==> src/rtl/add_sub_pkg.sv <==
// add_sub_pkg: shared mode constants, checker state and default width for the adder/subtractor checker
package add_sub_pkg;
  localparam int DEF_WIDTH = 4;
  localparam logic MODE_ADD = 1'b0;
  localparam logic MODE_SUB = 1'b1;
  typedef enum logic {CHK_RUN, CHK_HALT} chk_state_t;
endpackage

==> src/rtl/add_sub_ref.sv <==
// add_sub_ref: combinational expected result (ans, carry/borrow, signed overflow) of the adder/subtractor
module add_sub_ref
  import add_sub_pkg::*;
#(
  parameter int WIDTH = DEF_WIDTH
) (
  input  logic [WIDTH-1:0] a,
  input  logic [WIDTH-1:0] b,
  input  logic             sub,
  output logic [WIDTH-1:0] ans,
  output logic             cy_br,
  output logic             ovf
);
  logic [WIDTH-1:0] b_eff;
  logic [WIDTH:0] sum;
  assign b_eff = sub == MODE_SUB ? ~b : b;
  assign sum = {1'b0, a} + {1'b0, b_eff} + (WIDTH+1)'(sub);
  assign ans = sum[WIDTH-1:0];
  assign cy_br = sum[WIDTH] ^ sub;
  assign ovf = a[WIDTH-1] == b_eff[WIDTH-1] && ans[WIDTH-1] != a[WIDTH-1];
endmodule

==> config.mk <==
export PLATFORM = sky130hd
export DESIGN_NAME = add_sub_ref
export DESIGN_NICKNAME = d
export VERILOG_FILES = /design/src/rtl/add_sub_pkg.sv /design/src/rtl/add_sub_ref.sv
export SDC_FILE = /design/constraint.sdc
export NUM_CORES = 1
export LEC_CHECK = 0
export CORE_AREA = 5 5 42 44
export DETAILED_ROUTE_END_ITERATION = 8
export DIE_AREA = 0 0 47 49
export DONT_BUFFER_PORTS = 1
export GPL_ROUTABILITY_DRIVEN = 1
export GPL_TIMING_DRIVEN = 0
export MAX_ROUTING_LAYER = met4
export PLACE_DENSITY = 0.34
export SLEW_MARGIN = 20
export SYNTH_ARGS = -nofsm -noshare
export SYNTH_HDL_FRONTEND = slang
export SYNTH_SLANG_ARGS = --single-unit
==> constraint.sdc <==
create_clock -name vclk -period 1.6
set_input_delay 0.16 -clock vclk [all_inputs]
set_output_delay 0.16 -clock vclk [all_outputs]
set_load 0.005 [all_outputs]
==> results.yml <==
status:
  status: "complete, no violations"
global_route:
  gr-total-overflow: 0
  grt_pass1_wl_um: 848
  grt_max_degree: 6
  grt_pass1_vias: 187
  grt_use_total_pct: 4.82
  grt_antenna_before_repair: 0
yosys:
  ys_types: 11
  syn_inst: 20
  synth-compound-area-share_pct: 19.5
  ys_warn_count: 0
  yosysTopAreaCell: "xor2_1"
  synth_xor_area_share_pct: 29.0
  synthMuxAreaShare_pct: 14.2
  seq_area_frac_synth_pct: 0
  synth_fa_ha_area_share_pct: 27.2
  synth_most_common_cell: "xor2_1"
  synth_common_cells: "5 x xor2_1, 3 x ha_1, 2 x a21o_1, 2 x mux2_4, 2 x xnor2_1"
  synth_top_family_by_area: "XOR/XNOR gates"
  synthTopCellsByArea: "xor2_1 21%, ha_1 18%, mux2_4 14%"
  synth.top_cell.area_share_pct: 20.7
  yosys.area_share.simple_pct: 4.73
  avgSynthCellArea_um2: 10.6
  netlist_area_um2: 211
  synth_nets: 33
place:
  io_buffers: 0
  place_hpwl_um: 431
  dp.cells: 36
  dp_slack_ns: -0.0877
  gp_congestion: 0.617
routing:
  ant_nets: 0
  drc: 0
  routed_wl_um: 465
  wl_per_cell_um: 11.3
  via_count: 155
  drt_iter0_drc: 0
  via_per_inst: 3.78
  firstDrtPassIters: 1
worst_setup_path:
  start_kind: "input pin"
  critPathArrivalTime_ns: 1.40
  worst_setup_path_end_kind: "output port"
  critPathSlowestCell: "fa_2"
  cpPeakStageDelay_ns: 0.40
  required_ns: 1.44
  worstSetupPathType: "input pin to output port"
  cp_max_fo: 4
  crit_chain: "buf_12 -> mux2_4 -> fa_2 -> a21o_1 -> a21oi_2 -> xnor2_1"
layout:
  synthToLayoutAreaGrowth_pct: 37.9
  design.seq.count: 0
  fillers: 168
  final-seq-area_um2: 0
  fin_util_pct: 20.8
  layout-drive-gt1-share_pct: 48.0
  final_nets: 40
  diodes: 0
  final_cells: 41
  nClkBuffers: 0
  multi_input_area_um2: 214
power_and_ir_drop:
  power.total_uw: 137
  power.net_switching_uw: 61.0
  clkPwrFrac_pct: 0
  combPwrFrac_pct: 100.0
  p_int_uw: 76.1
  power_density_nw_per_um2: 470
  peakVddDrop_uv: 88.6
  p_leak_nw: 0.132
  seqPwrFrac_pct: 0
  p_sw_share_pct: 44.5
die:
  start_util_pct: 15.1
  die_w_um: 47
  die_area_um2: 2300
  coreArea_um2: 1400
  die_h_um: 49
  rows: 14
  io_pins: 15
timing:
  finalCritPeriodShare_pct: 97.2
  setup_ws_ns: 0.0447
  tightest_slew_ns: 0.266
  fmax_mhz: 643
  slew_headroom_pct: 82.2
  maxSlewViolCount: 0
  period_needed_ns: 1.56
  fin_setup_tns_ns: 0
  setup_viol: 0
  rsz0062_at_grt: "true"
  hold_viol_final: 0
min_path:
  hp-start: "b[0]"
  min_to: "ans[0]"
  worstHoldPathType: "input pin to output port"
  hold_path_depth: 1
flow_run:
  drv_cap: 0
## cells in the final DEF (no fill, tap or decap), drive strengths merged
| cell | instances |
|---|---|
| xor2 | 5 |
| mux2 | 2 |
| xnor2 | 2 |
| a31oi | 1 |
| buf | 6 |
| a21o | 2 |
| a21oi | 1 |
| nor2 | 1 |
| ha | 3 |
| nor2b | 1 |
| fa | 1 |
## repair_timing
| action | 4_1_cts | 5_1_grt |
|---|---|---|
| hold buffers | 0 | 0 |
| setup endpoints to repair | 2 | 3 |
| setup buffers | 2 | 3 |
| gates cloned | 0 | 0 |
| gates resized for setup | 2 | 3 |
| pin swaps | 1 | 5 |
## worst max path at each step
stage          startpoint     to  slack [ns]  cells after the start
4_1_cts               sub    ovf     -0.0009                      6
5_1_grt               sub  cy_br       -0.02                      6
3_5_place_dp          sub    ovf       -0.09                      6
6_report              sub  cy_br        0.04                      6
2_1_floorplan         sub    ovf     -0.0002                      6
3_3_place_gp          sub  cy_br       -0.06                      6
## area by class of cell
class / instances / share of cell area (%)
Tap cell: 16 / 6.87
Timing Repair Buffer: 5 / 12.9
Multi-Input combinational cell: 19 / 73.4
Buffer: 1 / 6.87
## worst max-delay path: cells and delay by family
kind            cells  cell delay (ns)
buf+inv             1             0.11
mux                 1             0.28
xor+xnor            1             0.14
fa+ha+maj           1             0.40
compound gates      2             0.30
## stage by stage
step | hold slack [ns] | area, µm²
floorplan | 0.371 | 211
global placement | 0.383 | 231
detailed placement | 0.378 | 231
CTS | 0.379 | 253
global route | 0.392 | 292
finish | 0.378 | 292
## power groups by stage
stage | combinational (mW) | sequential, mW | clock [mW]
floorplan | 0.0970 | 0 | 0
global placement | 0.110 | 0 | 0
detailed placement | 0.114 | 0 | 0
CTS | 0.130 | 0 | 0
global route | 0.155 | 0 | 0
finish | 0.137 | 0 | 0
## cell families after synthesis
| group | Yosys count |
|---|---|
| and+or+nand+nor | 2 |
| muxes | 2 |
| AOI/OAI and AO/OA | 4 |
| buffers and inverters | 1 |
| adders and majority gates | 4 |
| xor gates and xnor gates | 7 |
## per-layer routing
| metal | GRT usage [%] | vias to the layer above | share of wire [%] |
|---|---|---|---|
| met5 | - | - | 0 |
| met3 | 0.369 | 0 | 6.7 |
| li1 | - | 78 | - |
| met2 | 10.2 | 6 | 62 |
| met4 | 0 | 0 | 0 |
| met1 | 4.58 | 71 | 32 |
Power figures use the tool's default switching activity.
